--- src/rtl/mem_port_arbiter.sv ---
// mem_port_arbiter: shares one single-port memory between fetch and load/store requesters,
// one transaction at a time, data first with a starvation guard for fetch.
module mem_port_arbiter #(
    parameter int DATA_W     = 32,
    parameter int ADDR_W     = 32,
    parameter int MEM_LAT    = 2,
    parameter int STARVE_MAX = 4
) (
    input  logic              clk,
    input  logic              reset,
    input  logic              if_req,
    input  logic [ADDR_W-1:0] if_addr,
    output logic              if_gnt,
    output logic              if_rvalid,
    output logic [DATA_W-1:0] if_rdata,
    input  logic              dm_req,
    input  logic              dm_we,
    input  logic [ADDR_W-1:0] dm_addr,
    input  logic [DATA_W-1:0] dm_wdata,
    output logic              dm_gnt,
    output logic              dm_rvalid,
    output logic [DATA_W-1:0] dm_rdata,
    output logic              mem_en,
    output logic              mem_we,
    output logic [ADDR_W-1:0] mem_addr,
    output logic [DATA_W-1:0] mem_wdata,
    input  logic [DATA_W-1:0] mem_rdata,
    output logic              busy
);
    localparam int CW = MEM_LAT > 1 ? $clog2(MEM_LAT) : 1;
    localparam int SW = $clog2(STARVE_MAX + 1);

    typedef enum logic [1:0] {IDLE, ACCESS, RESP} state_t;

    state_t        state, state_nx;
    logic [CW-1:0] cnt;
    logic [SW-1:0] starve;
    logic          owner;
    logic          dm_win;

    always_comb begin
        dm_win    = dm_req && !(if_req && starve == SW'(STARVE_MAX));
        dm_gnt    = state == IDLE && !reset && dm_win;
        if_gnt    = state == IDLE && !reset && if_req && !dm_win;
        dm_rvalid = state == RESP && owner;
        if_rvalid = state == RESP && !owner;
        busy      = state != IDLE;
        state_nx  = state == IDLE   ? ((if_req || dm_req) ? ACCESS : IDLE) :
                    state == ACCESS ? (cnt == '0 ? RESP : ACCESS) : IDLE;
    end

    always_ff @(posedge clk or posedge reset) begin
        if (reset) state <= IDLE;
        else       state <= state_nx;
    end

    always_ff @(posedge clk or posedge reset) begin
        if (reset) begin
            cnt       <= '0;
            starve    <= '0;
            owner     <= 1'b0;
            mem_en    <= 1'b0;
            mem_we    <= 1'b0;
            mem_addr  <= '0;
            mem_wdata <= '0;
            if_rdata  <= '0;
            dm_rdata  <= '0;
        end else if (state == IDLE) begin
            // starve counts data wins that kept a pending fetch waiting
            starve <= (!if_req || if_gnt) ? '0 :
                      (dm_gnt && starve != SW'(STARVE_MAX)) ? starve + SW'(1) : starve;
            if (if_gnt || dm_gnt) begin
                owner     <= dm_gnt;
                mem_en    <= 1'b1;
                mem_we    <= dm_gnt && dm_we;
                mem_addr  <= dm_gnt ? dm_addr : if_addr;
                mem_wdata <= dm_gnt ? dm_wdata : '0;
                cnt       <= CW'(MEM_LAT - 1);
            end
        end else if (state == ACCESS) begin
            if (cnt != '0) begin
                cnt <= cnt - CW'(1);
            end else begin
                mem_en <= 1'b0;
                if (owner && !mem_we) dm_rdata <= mem_rdata;
                if (!owner) if_rdata <= mem_rdata;
            end
        end
    end
endmodule
--- config.mk ---
export PLATFORM = sky130hd
export DESIGN_NAME = mem_port_arbiter
export DESIGN_NICKNAME = d
export VERILOG_FILES = /design/src/rtl/mem_port_arbiter.sv
export SDC_FILE = /design/constraint.sdc
export NUM_CORES = 1
export LEC_CHECK = 0
export CELL_PAD_IN_SITES_DETAIL_PLACEMENT = 0
export CELL_PAD_IN_SITES_GLOBAL_PLACEMENT = 2
export CORE_ASPECT_RATIO = 1.5
export CORE_UTILIZATION = 28
export CTS_CLUSTER_SIZE = 12
export DETAILED_ROUTE_END_ITERATION = 12
export PLACE_DENSITY = 0.85
export RECOVER_POWER = 100
export SETUP_SLACK_MARGIN = 0.4
export SYNTH_ARGS = -nofsm -noshare
export SYNTH_HDL_FRONTEND = slang
export SYNTH_SLANG_ARGS = --single-unit
--- constraint.sdc ---
create_clock -name clk -period 11.65 [get_ports clk]
set_input_delay 2.33 -clock clk [delete_from_list [all_inputs] [get_ports clk]]
set_output_delay 2.33 -clock clk [all_outputs]
set_load 0.01 [all_outputs]
Yosys cells after proc, flatten, opt, wreduce, memory -nomap -nowiden
Cells that the tools add are included.
Widths: inputs -> output; s select.
{ "op_classes": {"n_addsub": 2, "eq_ne": 6, "mux": 15, "bitwise": 3, "reduce_logical": 30} }
{ "op_table": {"columns": ["cell", "count"], "rows": [
  ["$mux 32", 2],
  ["$logic_and 1x1->1", 11],
  ["$mux 1", 8],
  ["$reduce_and 4->1", 2],
  ["$logic_not 1->1", 6],
  ["$mux 2", 3],
  ["$mux 3", 2],
  ["$reduce_and 2->1", 3],
  ["$reduce_bool 2->1", 3],
  ["$ne 2x1->1 const B", 2],
  ["$add 3x1->3 const B", 1],
  ["$eq 3x3->1 const B", 1],
  ["$logic_or 1x1->1", 3],
  ["$ne 3x3->1 const B", 1],
  ["$not 1->1", 3],
  ["$reduce_and 3->1", 1],
  ["$eq 2x1->1 const B", 1],
  ["$eq 2x2->1 const B", 1],
  ["$logic_not 2->1", 1],
  ["$sub 1x1->1 const B", 1]
]} }
{ "word_totals": {"ff_bits": 137, "inputBits": 133, "out_inout_bits": 135} }

Depth between registers and ports, before layout
Gate-level depths: netlist of run 1.
{ "logic_depth": {"depth_word": 9, "depth_mapped": 7, "depth_no_buf": 5} }

Least setup slack after synthesis of run 1
OpenSTA, ideal clock, no wires.
{ "synth_path": {"path_kind": "input to output", "startpoint": "in dm_req", "endpoint": "out if_gnt", "arrival_ps": 3185, "required_ps": 9320, "slack_ps": 6135, "stages": 4, "path_cell_list": "a21bo_2 clkbuf_1 clkbuf_1 and3_1"} }
{ "synth_between": {"elab_chain_cells": 3} }
{ "synth_lines": {"columns": ["element", "line_no", "rtl"], "rows": [
  ["start, declared", "16", "input logic dm_req,"],
  ["$logic_and 1x1->1", "42", "dm_win = dm_req && !(if_req && starve == SW'(STARVE_MAX));"],
  ["$logic_not 1->1", "44", "if_gnt = state == IDLE && !reset && if_req && !dm_win;"],
  ["$logic_and 1x1->1", "44", null],
  ["end, declared", "13", "output logic if_gnt,"]
]} }
Every way passes these cells.

Worst setup path in the final report of run 1
{ "layout_path": {"startpoint": "in if_req", "endpoint": "out dm_gnt"} }
{ "layout_between": {"elab_chain_cells": 4} }
{ "layout_lines": {"columns": ["element", "line_no", "rtl"], "rows": [
  ["start, declared", "11", "input logic if_req,"],
  ["$logic_and 1x1->1", "42", null],
  ["$logic_not 1->1", "42", null],
  ["$logic_and 1x1->1", "42", null],
  ["$logic_and 1x1->1", "43", "dm_gnt = state == IDLE && !reset && dm_win;"],
  ["end, declared", "20", "output logic dm_gnt,"]
]} }
Every way passes these cells.

==> results of run 1 <==
==> per-layer routing <==
layer  part of all wire [%]  vias to the layer above  GRT usage (%)
met4                    2.8                        0           7.07
met2                     55                      174           30.7
met5                      0                        -              0
met1                     36                     2391           18.1
met3                    5.8                       27           4.66
li1                       -                     2242              -
==> cells in the final DEF (no fill, tap or decap), types with 17 or more instances in the layout <==
| master | n |
|---|---|
| o221ai_1 | 32 |
| a22o_1 | 33 |
| clkbuf_16 | 17 |
| mux2_2 | 32 |
| dlygate4sd3_1 | 169 |
| a21boi_0 | 33 |
| o22a_1 | 32 |
| dfrtp_1 | 137 |
| clkdlybuf4s50_1 | 97 |
| nor2b_1 | 34 |
| inv_1 | 37 |
==> cell type report <==
cell class	instances	area [µm²]
clock buffers	17	425
clock inverters	15	153
fillers	1968	11700
inverters	38	144
multi-input cells	259	2320
flip-flops and latches	137	3430
well taps	268	335
repair buffers	272	2690
==> metrics by stage <==
stage	hold WS (ns)	setup WS [ns]	total power [W]
detailed placement	0.479	3.93	0.00197
global route	0.503	1.92	0.00250
CTS	0.494	3.93	0.00251
finish	0.481	2.29	0.00234
global placement	0.465	3.99	0.00193
floorplan	0.489	5.65	0.00136
==> critical path: stages <==
cell,delay (ns)
dlygate4sd3_1,0.52
clkbuf_1,1.34
nand3_1,1.34
and3_1,0.58
buf_4,0.25
dlygate4sd3_1,0.65
==> flip-flops by register name, indices dropped and copies added (netlist names) <==
| register | count |
|---|---|
| dm_rdata | 32 |
| if_rdata | 32 |
| mem_addr | 32 |
| mem_wdata | 32 |
| starve | 3 |
| state | 2 |
| cnt | 1 |
| mem_en | 1 |
| mem_we | 1 |
| owner | 1 |
==> final timing paths <==
path | endpoint | depth (start not counted)
min in group asynchronous | starve[1] | 2
worst max-delay path | dm_gnt | 6
worst max register to register | mem_wdata[15] | 6
max in group asynchronous | if_rdata[4] | 3
worst min-delay path | if_rdata[14] | 1
worst min register to register | if_rdata[14] | 1
==> logic make-up after synthesis <==
family                   count (synthesis)  synth area share (%)
AO/OA/AOI/OAI                          140                  19.0
adder cells (fa/ha/maj)                  2                 0.410
AND/OR/NAND/NOR                         53                  5.47
multiplexers                            64                  13.6
flip-flops                             137                  56.1
buffers and inverters                   75                  5.31
==> where the power goes <==
part	switching [W]	internal, W	total (W)
clock network	0.000241	0.000285	0.000525
logic	0.000422	0.000571	0.000993
registers	0.000124	0.000703	0.000826
==> metrics.md, run 1 <==
| Metric | Value |
|---|---|
| RSZ-0062 raised after global routing | no |
| Mapped cell area | around 6000 µm² |
| DR iter-0 viols | 203 |
| Postcts setup bufs | 0 |
| GP Congestion | approximately 0.77 |
| Seq/Total Area, Yosys | between 50% and 60% |
| Die area | 22400 µm² |
| Starting density of the core | between 20% and 30% |
| Cts hold-fix bufs | 0 |
| Worst Tran Pin Value | around 4.2 ns |
| Reg2reg setup slack | a little under 9 ns |
| Worst r2r src | starve[0] |
| Cts repair resizes | 0 |
| Post-synth EDFFs | 0 |
| DRC viols | 0 |
| Setup violations, final | 0 |
| Final min period | roughly 9.4 ns |
| Chip height | about 180 µm |
| Crit path DAT | approximately 7.0 ns |
| Top cells by count, synth | dfrtp_1 (137), inv_1 (37), nor2b_1 (34), a21boi_0 (33), a22o_1 (33) |
| Initial antenna violation count | 0 |
| Vias in the first global route | approximately 5200 |
| Wire length after detailed routing | between 15000 and 20000 µm |
| Final setup TNS | 0 ns |
| Pin count of the biggest net entering global routing | 82 |
| Share of layout cells above drive strength 1 | roughly an eighth |
| Synth cell types | 36 |
| TritonRoute pass-1 iters | 4 |
| Startpoint Class | input pin |
| Critical Path Fanout Max | 40 |
| Leak Pwr | 4.07 nW |
| Routed WL per cell | roughly 19 µm |
| Largest cells by area after synthesis | dfrtp_1 (56%), mux2_4 (7.4%), mux2_2 (5.9%), a22o_1 (4.7%), o221ai_1 (4.6%) |
| Most frequent cell after synthesis | dfrtp_1 |
| Async SR Flop Fraction | 100% |
| Final nets | 860 |
| DP Area | 8990 µm² |
| Core footprint | about 21000 µm² |
| WS Path Type | in -> out |
| Fmax | around 110 MHz |
| Area grow syn2layout | 55.5% |
| Post-synth top area share | around 56% |
| Max cap viols | 4 |
| Core Rows | 65 |
| Num CTS Buffers | 17 |
| Root Driver | clkbuf_16 |
| Fin util | between 40 and 50% |
| Routed Antenna Nets | 0 |
| Final Cell Area | 9500 µm² |
| Critical path capture point type | output port |
| Slew Limit Headroom | -178% |
| Peak supply drop | 104 µV |
| Global-route wire length before repair | around 29000 µm |
| Yosys Warn Count | 0 |
| CTS HTree Levels | 4 |
| Cells after DPL | around 970 |
| GRT overflow | 0 |
| Post-Synthesis Cells | 471 |
| IO Port Bufs | 267 |
| Via count | 4834 |
| FF+latch count, synth | 137 |
| PD cells | 247 nW/µm² |
| Final Hold Violating Endpoints | 0 |
| Worst hold path class | reg -> reg |
| Dpl hpwl | between 10000 and 15000 µm |
| Post-synth top flop | dfrtp_1 |
| Hold path start | if_rdata[14] |
| Clock latency on the worst-skew pair | between 0.4 and 0.5 ns |
| Max Clock Skew | about 0.013 ns |
| Max-slew violation count | roughly 220 |
| Violated checks | max-capacitance violations, max-slew violations |
| Tcrit/Tclk final | between 80% and 90% |
| GR Util All Layers | between 10% and 20% |
| Clock Pin Slew Worst Setup and Hold Paths | 0.06 ns |
| Die Span X | approximately 120 µm |
| Syn Nets | 606 |
| Setup crit start | if_req |
| Longest Clk Path Bufs | 2 |
| Final Non-Filler Cells | between 1000 and 1500 |
| # clock sinks | around 140 |
| Status | complete, but fails checks |
| WP data required | a little over 9 ns |
| Drt via density | 4.81 |
| Avg Inst Size Synth | 13.0 µm² |
| Cell taking the most area after synthesis | dfrtp_1 |
| Antenna Cells | 0 |
| IO Count | about 270 |
| CTS tree | built |
Note: power is estimated with default switching activity, not from simulation.
==> run 2, diff against run 1 <==
--- a/config.mk
+++ b/config.mk
@@ -8,10 +8,10 @@
 export CELL_PAD_IN_SITES_DETAIL_PLACEMENT = 0
 export CELL_PAD_IN_SITES_GLOBAL_PLACEMENT = 2
 export CORE_ASPECT_RATIO = 1.5
-export CORE_UTILIZATION = 28
+export CORE_UTILIZATION = 24
 export CTS_CLUSTER_SIZE = 12
 export DETAILED_ROUTE_END_ITERATION = 12
-export PLACE_DENSITY = 0.85
+export PLACE_DENSITY = 0.77
 export RECOVER_POWER = 100
 export SETUP_SLACK_MARGIN = 0.4
 export SYNTH_ARGS = -nofsm -noshare
==> constraint.sdc (replaced) <==
create_clock -name clk -period 7.86 [get_ports clk]
set_input_delay 1.572 -clock clk [delete_from_list [all_inputs] [get_ports clk]]
set_output_delay 1.572 -clock clk [all_outputs]
set_load 0.01 [all_outputs]
==> run 2 against run 1 <==
The run still ends with max-capacitance violations, max-slew violations left. Hold slack worse by 0.0046 ns. First-iteration DRC count shrank 26%. Critical endpoint unchanged. Clock power up 66%. Global-route usage fell by 2.8 points. Sequential cell count is the same. Sequential share of layout area fell by 0.26 points. Highest routed layer unchanged. Via count fell by 2.0%. Cell count rose by 6.3%. Die area rose by 16%.
==> metrics.md, run 2 (synthesis gave the netlist of run 1 again) <==
| Metric | Value |
|---|---|
| Most frequent cells in the layout | dfrtp_1 (137), dlygate4sd3_1 (136), clkdlybuf4s50_1 (129) |
| Wire length after detailed routing | about 18000 µm |
| Pin count of the biggest net entering global routing | 86 |
| Dpl hpwl | ~12000 µm |
| GR Util All Layers | 14.1% |
| Max incr delay on CP | 1.25 ns |
| Clk pwr share | between 20 and 25% |
| Clock latency on the worst-skew pair | 0.42 ns |
| Violated checks | max-capacitance violations, max-slew violations |
| WS Path Type | in -> out |
| IO Count | roughly 270 |
| Num CTS Buffers | 17 |
| GP Congestion | 0.718 |
| Worst Tran Pin Value | approximately 4 ns |
| Global-route wire length before repair | 28100 µm |
| Gate power share | between 40 and 50% |
| Area grow syn2layout | 56.6% |
| Status | complete, but fails checks |
| M1 GR Usage | 17.7% |
| CP most frequent cell | buf_4 |
| Core Rows | 71 |
| Root Driver | clkbuf_16 |
| Max Clock Skew | about 0.010 ns |
| PD cells | around 370 nW/µm² |
| Routed WL per cell | roughly 17 µm |
| RSZ-0062 raised after global routing | no |
| Cts hold-fix bufs | 0 |
| Die area | between 20000 and 30000 µm² |
| Antenna Cells | 0 |
| Critical-path top delay cell | clkbuf_1 |
| CTS tree | built |
| Share of layout cells above drive strength 1 | 9.85% |
| Slew Limit Headroom | -175% |
| Final setup TNS | 0 ns |
| Cts repair resizes | 0 |
| Switching Share | about 31% |
| Postcts setup bufs | 0 |
| Worst hold path class | reg -> reg |
| WP data required | around 6.3 ns |
| Max cap viols | 5 |
| Drt via density | 4.43 |
| Startpoint Class | input pin |
| Chip height | roughly 200 µm |
| Psw | around 0.0011 W |
| Final nets | between 800 and 900 |
| Share of power burned in registers | a little over a third |
| CTS HTree Levels | 4 |
| Final min period | ~6.0 ns |
| Setup slack after layout | around 1.8 ns |
| Core footprint | 25100 µm² |
| TritonRoute pass-1 iters | 4 |
| Clock Pin Slew Worst Setup and Hold Paths | ~0.06 ns |
| Leak Pwr | about 4 nW |
| DRC viols | 0 |
| Starting density of the core | between 20% and 30% |
| Die Span X | between 100 and 150 µm |
| Critical path capture point type | output port |
| Via count | 4738 |
| Met2 Use GR | 23.3% |
| Setup violations, final | 0 |
| Most crowded layer after global routing | met2 |
| Routed Antenna Nets | 0 |
| Longest Clk Path Bufs | 2 |
| Vias in the first global route | roughly 4800 |
| Most common cell after layout, fill and taps aside | dfrtp_1 |
| Peak supply drop | between 150 and 200 µV |
| Fmax | approximately 170 MHz |
| Pre-CTS setup slack | approximately 2.6 ns |
| DR iter-0 viols | ~150 |
| Crit path DAT | between 4 and 5 ns |
| Critical Path Fanout Max | 40 |
| Max-slew violation count | 230 |
| IO Port Bufs | approximately 270 |
| Initial antenna violation count | 0 |
| GRT overflow | 0 |
| Tcrit/Tclk final | 76.8% |
| Int Power | roughly 0.0024 W |
| Grt met3 use | 4.11% |
| Crit-path cells | clkbuf_1, nand3_1, buf_4, and3_1, buf_4, dlygate4sd3_1 |
| Final Hold Violating Endpoints | 0 |
| # clock sinks | 137 |
[run 2: area by class of cell]
cell class	instances	area, µm²
clock buffer	20	437
clock inverter	12	199
fill	2476	15500
inverter	38	144
multi-input combinational	259	2240
sequential	137	3430
tap	328	410
timing repair buffer	275	2710
[run 2: worst paths after layout]
check,cells past startpoint,slack (ns),start,end
setup / recovery,6,1.83,if_req,dm_gnt
hold / removal,1,0.48,if_rdata[14],if_rdata[14]
setup reg to reg,4,4.68,state[0],dm_rdata[5]
hold reg to reg,1,0.48,if_rdata[14],if_rdata[14]
max in group asynchronous,3,2.38,reset,dm_rdata[24]
min in group asynchronous,2,2.92,reset,mem_addr[30]
[run 2: critical path, delay by kind of cell]
kind | cells | cell delay, ns
buf+inv | 4 | 2.49
simple gates | 2 | 0.37
[run 2: power groups by stage]
stage / sequential (W) / combinational [W] / clock (W)
CTS: 0.00124 / 0.00166 / 0.000902
detailed placement: 0.00125 / 0.00165 / 0
finish: 0.00122 / 0.00142 / 0.000873
global placement: 0.00124 / 0.00165 / 0
floorplan: 0.00138 / 0.000638 / 0
global route: 0.00127 / 0.00153 / 0.000935
[run 2: routing by layer]
metal	wire, µm	share of wire (%)
met1	7900	44
met2	8960	49
met3	1070	5.9
met4	228	1.3
met5	0	0
[run 2: metrics by stage]
step                      utilization, %  hold slack [ns]  instance area (µm²)  cells  power [W]
after floorplan                        -            0.489                 6110    471    0.00201
after global placement              36.2            0.463                 9070   1037    0.00289
after detailed placement            36.2            0.474                 9070   1037    0.00290
after CTS                           38.8            0.487                 9710   1069    0.00380
after global routing                38.2            0.500                 9570   1069    0.00374
final                               38.2            0.477                 9570   1069    0.00351
==> run 3, diff against run 2 <==
--- a/config.mk
+++ b/config.mk
@@ -8,10 +8,10 @@
 export CELL_PAD_IN_SITES_DETAIL_PLACEMENT = 0
 export CELL_PAD_IN_SITES_GLOBAL_PLACEMENT = 2
 export CORE_ASPECT_RATIO = 1.5
-export CORE_UTILIZATION = 24
+export CORE_UTILIZATION = 26
 export CTS_CLUSTER_SIZE = 12
 export DETAILED_ROUTE_END_ITERATION = 12
-export PLACE_DENSITY = 0.77
+export PLACE_DENSITY = 0.8
 export RECOVER_POWER = 100
 export SETUP_SLACK_MARGIN = 0.4
 export SYNTH_ARGS = -nofsm -noshare
==> constraint.sdc (replaced) <==
create_clock -name clk -period 5.8 [get_ports clk]
set_input_delay 1.16 -clock clk [delete_from_list [all_inputs] [get_ports clk]]
set_output_delay 1.16 -clock clk [all_outputs]
set_load 0.01 [all_outputs]
==> run 3 against run 2 <==
The run still ends with max-capacitance violations, max-slew violations left. Routed wire length up 2.7%. Clock-buffer cell count is 3 lower. Clock power rose by 25%. Sequential cell count stayed put. Die area decreased by 7.6%. Global-route usage increased by 2.0 points. Final area is 0.73% lower.
==> metrics.md, run 3 (synthesis gave the netlist of run 1 again) <==
| Metric | Value |
|---|---|
| Final Hold Violating Endpoints | 0 |
| Root Driver | clkbuf_16 |
| Global-route wire length before repair | around 30000 µm |
| Routed Antenna Nets | 0 |
| Crit-path cells | dlygate4sd3_1, nor3_4, buf_4, and3_1, dlygate4sd3_1 |
| Postcts setup bufs | 0 |
| Via count | around 4900 |
| IO Port Bufs | between 200 and 300 |
| Slew Limit Headroom | -88.3% |
| Worst r2r src | state[1] |
| Routed WL per cell | roughly 18 µm |
| Cells after DPL | a little over 1000 |
| Final Cell Area | roughly 9500 µm² |
| Clock latency on the worst-skew pair | about 0.43 ns |
| Core Rows | 68 |
| Clock Pin Slew Worst Setup and Hold Paths | roughly 0.07 ns |
| Final min period | roughly 4.3 ns |
| Max Clock Skew | between 0.01 and 0.015 ns |
| # clock sinks | 137 |
| Critical path capture point type | output port |
| Hold path start | mem_en |
| Final setup TNS | 0 ns |
| Worst hold path class | reg -> reg |
| Final nets | around 860 |
| Worst Hold Path EP | mem_en |
| IO Count | between 200 and 300 |
| Num CTS Buffers | 17 |
| Die area | roughly 24000 µm² |
| Critical Path Fanout Max | 35 |
| Chip height | ~190 µm |
| R2R cell count | 3 |
| DP Area | about 9000 µm² |
| DRC viols | 0 |
| Max incr delay on CP | between 0.6 and 0.7 ns |
| Initial antenna violation count | 0 |
| Reg2reg setup slack | ~2.2 ns |
| Cts repair resizes | 0 |
| Fin util | about two fifths |
| Share of layout cells above drive strength 1 | about a tenth |
| GR Util All Layers | 16.1% |
| PD cells | 492 nW/µm² |
| Max cap viols | 4 |
| Worst Tran Pin Value | 2.81 ns |
| DR iter-0 viols | between 150 and 200 |
| Most frequent cells in the layout | dfrtp_1 (137), dlygate4sd3_1 (135), clkdlybuf4s50_1 (130) |
| GRT overflow | 0 |
| CTS tree | built |
| Dpl hpwl | ~13000 µm |
| Pin count of the biggest net entering global routing | between 90 and 100 |
| Max-slew violation count | 202 |
| Overall power | between 0.004 and 0.005 W |
| Most common cell after layout, fill and taps aside | dfrtp_1 |
| Drt via density | ~4.6 |
| Startpoint Class | input pin |
| Leak Pwr | approximately 4.0 nW |
| CTS HTree Levels | 4 |
| Status | complete, but fails checks |
| Die Span X | approximately 130 µm |
| Setup violations, final | 0 |
| Longest Clk Path Bufs | 2 |
| GP Congestion | 0.706 |
| Core footprint | ~23000 µm² |
| Critical-path top delay cell | dlygate4sd3_1 |
| CP most frequent cell | dlygate4sd3_1 |
| Worst r2r dst | if_rdata[17] |
| WS Path Type | in -> out |
| Wire length after detailed routing | 18700 µm |
| Antenna Cells | 0 |
| Final Non-Filler Cells | around 1100 |
| TritonRoute pass-1 iters | 4 |
| WHS Path Cells | 2 |
| Cts hold-fix bufs | 0 |
| Area grow syn2layout | 55.5% |
| WP data required | roughly 4.6 ns |
| Fmax | about 230 MHz |
| Tcrit/Tclk final | 73.9% |
| RSZ-0062 raised after global routing | no |
| Vias in the first global route | 5391 |
| Peak supply drop | between 150 and 200 µV |
| CP bufs+invs | 3 |
| Starting density of the core | about a quarter |
| Setup crit start | reset |
| Top Family by Delay on Critical Path | buffers and inverters |
| Violated checks | max-capacitance violations, max-slew violations |
| Crit path DAT | between 3 and 4 ns |
==> run 3: changes by cell type in the layout (fill, tap and decap cells not counted), sizes merged <==
cell	change
clkdlybuf4s50	+1
dlygate4sd3	-1
bufinv	-4
clkbuf	-6
buf	+2
inv	+9
clkinv	-3
clkinvlp	+1
==> run 3: through the flow <==
| step | worst slack (ns) | hold WS [ns] |
|---|---|---|
| 4_1_cts | 1.60 | 0.484 |
| 2_1_floorplan | 0.972 | 0.489 |
| 5_1_grt | 1.43 | 0.502 |
| 6_report | 1.52 | 0.474 |
| 3_5_place_dp | 1.60 | 0.468 |
| 3_3_place_gp | 1.62 | 0.467 |
==> run 3: metal layers <==
layer | vias up | GRT usage (%) | wire (µm)
met4 | 0 | 7.01 | 448
met2 | 194 | 28.0 | 9680
met1 | 2384 | 18.8 | 7560
li1 | 2241 | - | -
met5 | - | 0 | 0
met3 | 33 | 3.94 | 958
==> run 3: how the worst max path moves through the flow <==
stage,slack [ns],end,cells after the start
6_report,1.52,if_gnt,5
3_3_place_gp,1.62,dm_gnt,5
3_5_place_dp,1.60,dm_gnt,5
2_1_floorplan,0.97,cnt,1
5_1_grt,1.43,dm_rdata[26],3
4_1_cts,1.60,dm_gnt,5
==> run 3: final cells by class <==
class / count / area (µm²)
flip-flops and latches: 137 / 3430
fillers: 2221 / 13600
clock buffers: 17 / 425
inverters: 38 / 146
repair buffers: 274 / 2710
clock inverters: 15 / 159
multi-input cells: 259 / 2230
well taps: 315 / 394
==> run 3: power by group <==
group | leakage, nW | switching (W) | internal [W] | total (W)
Combinational | 2.07 | 0.000825 | 0.00110 | 0.00192
Clock | 0.283 | 0.000480 | 0.000608 | 0.00109
Sequential | 1.63 | 0.000248 | 0.00141 | 0.00166
==> run 3: tightest hold or removal path, delay by kind of cell (launching register included) <==
kind | cells | cell delay (ns)
AND/OR/NAND/NOR | 2 | 0.10
flip-flops | 1 | 0.34
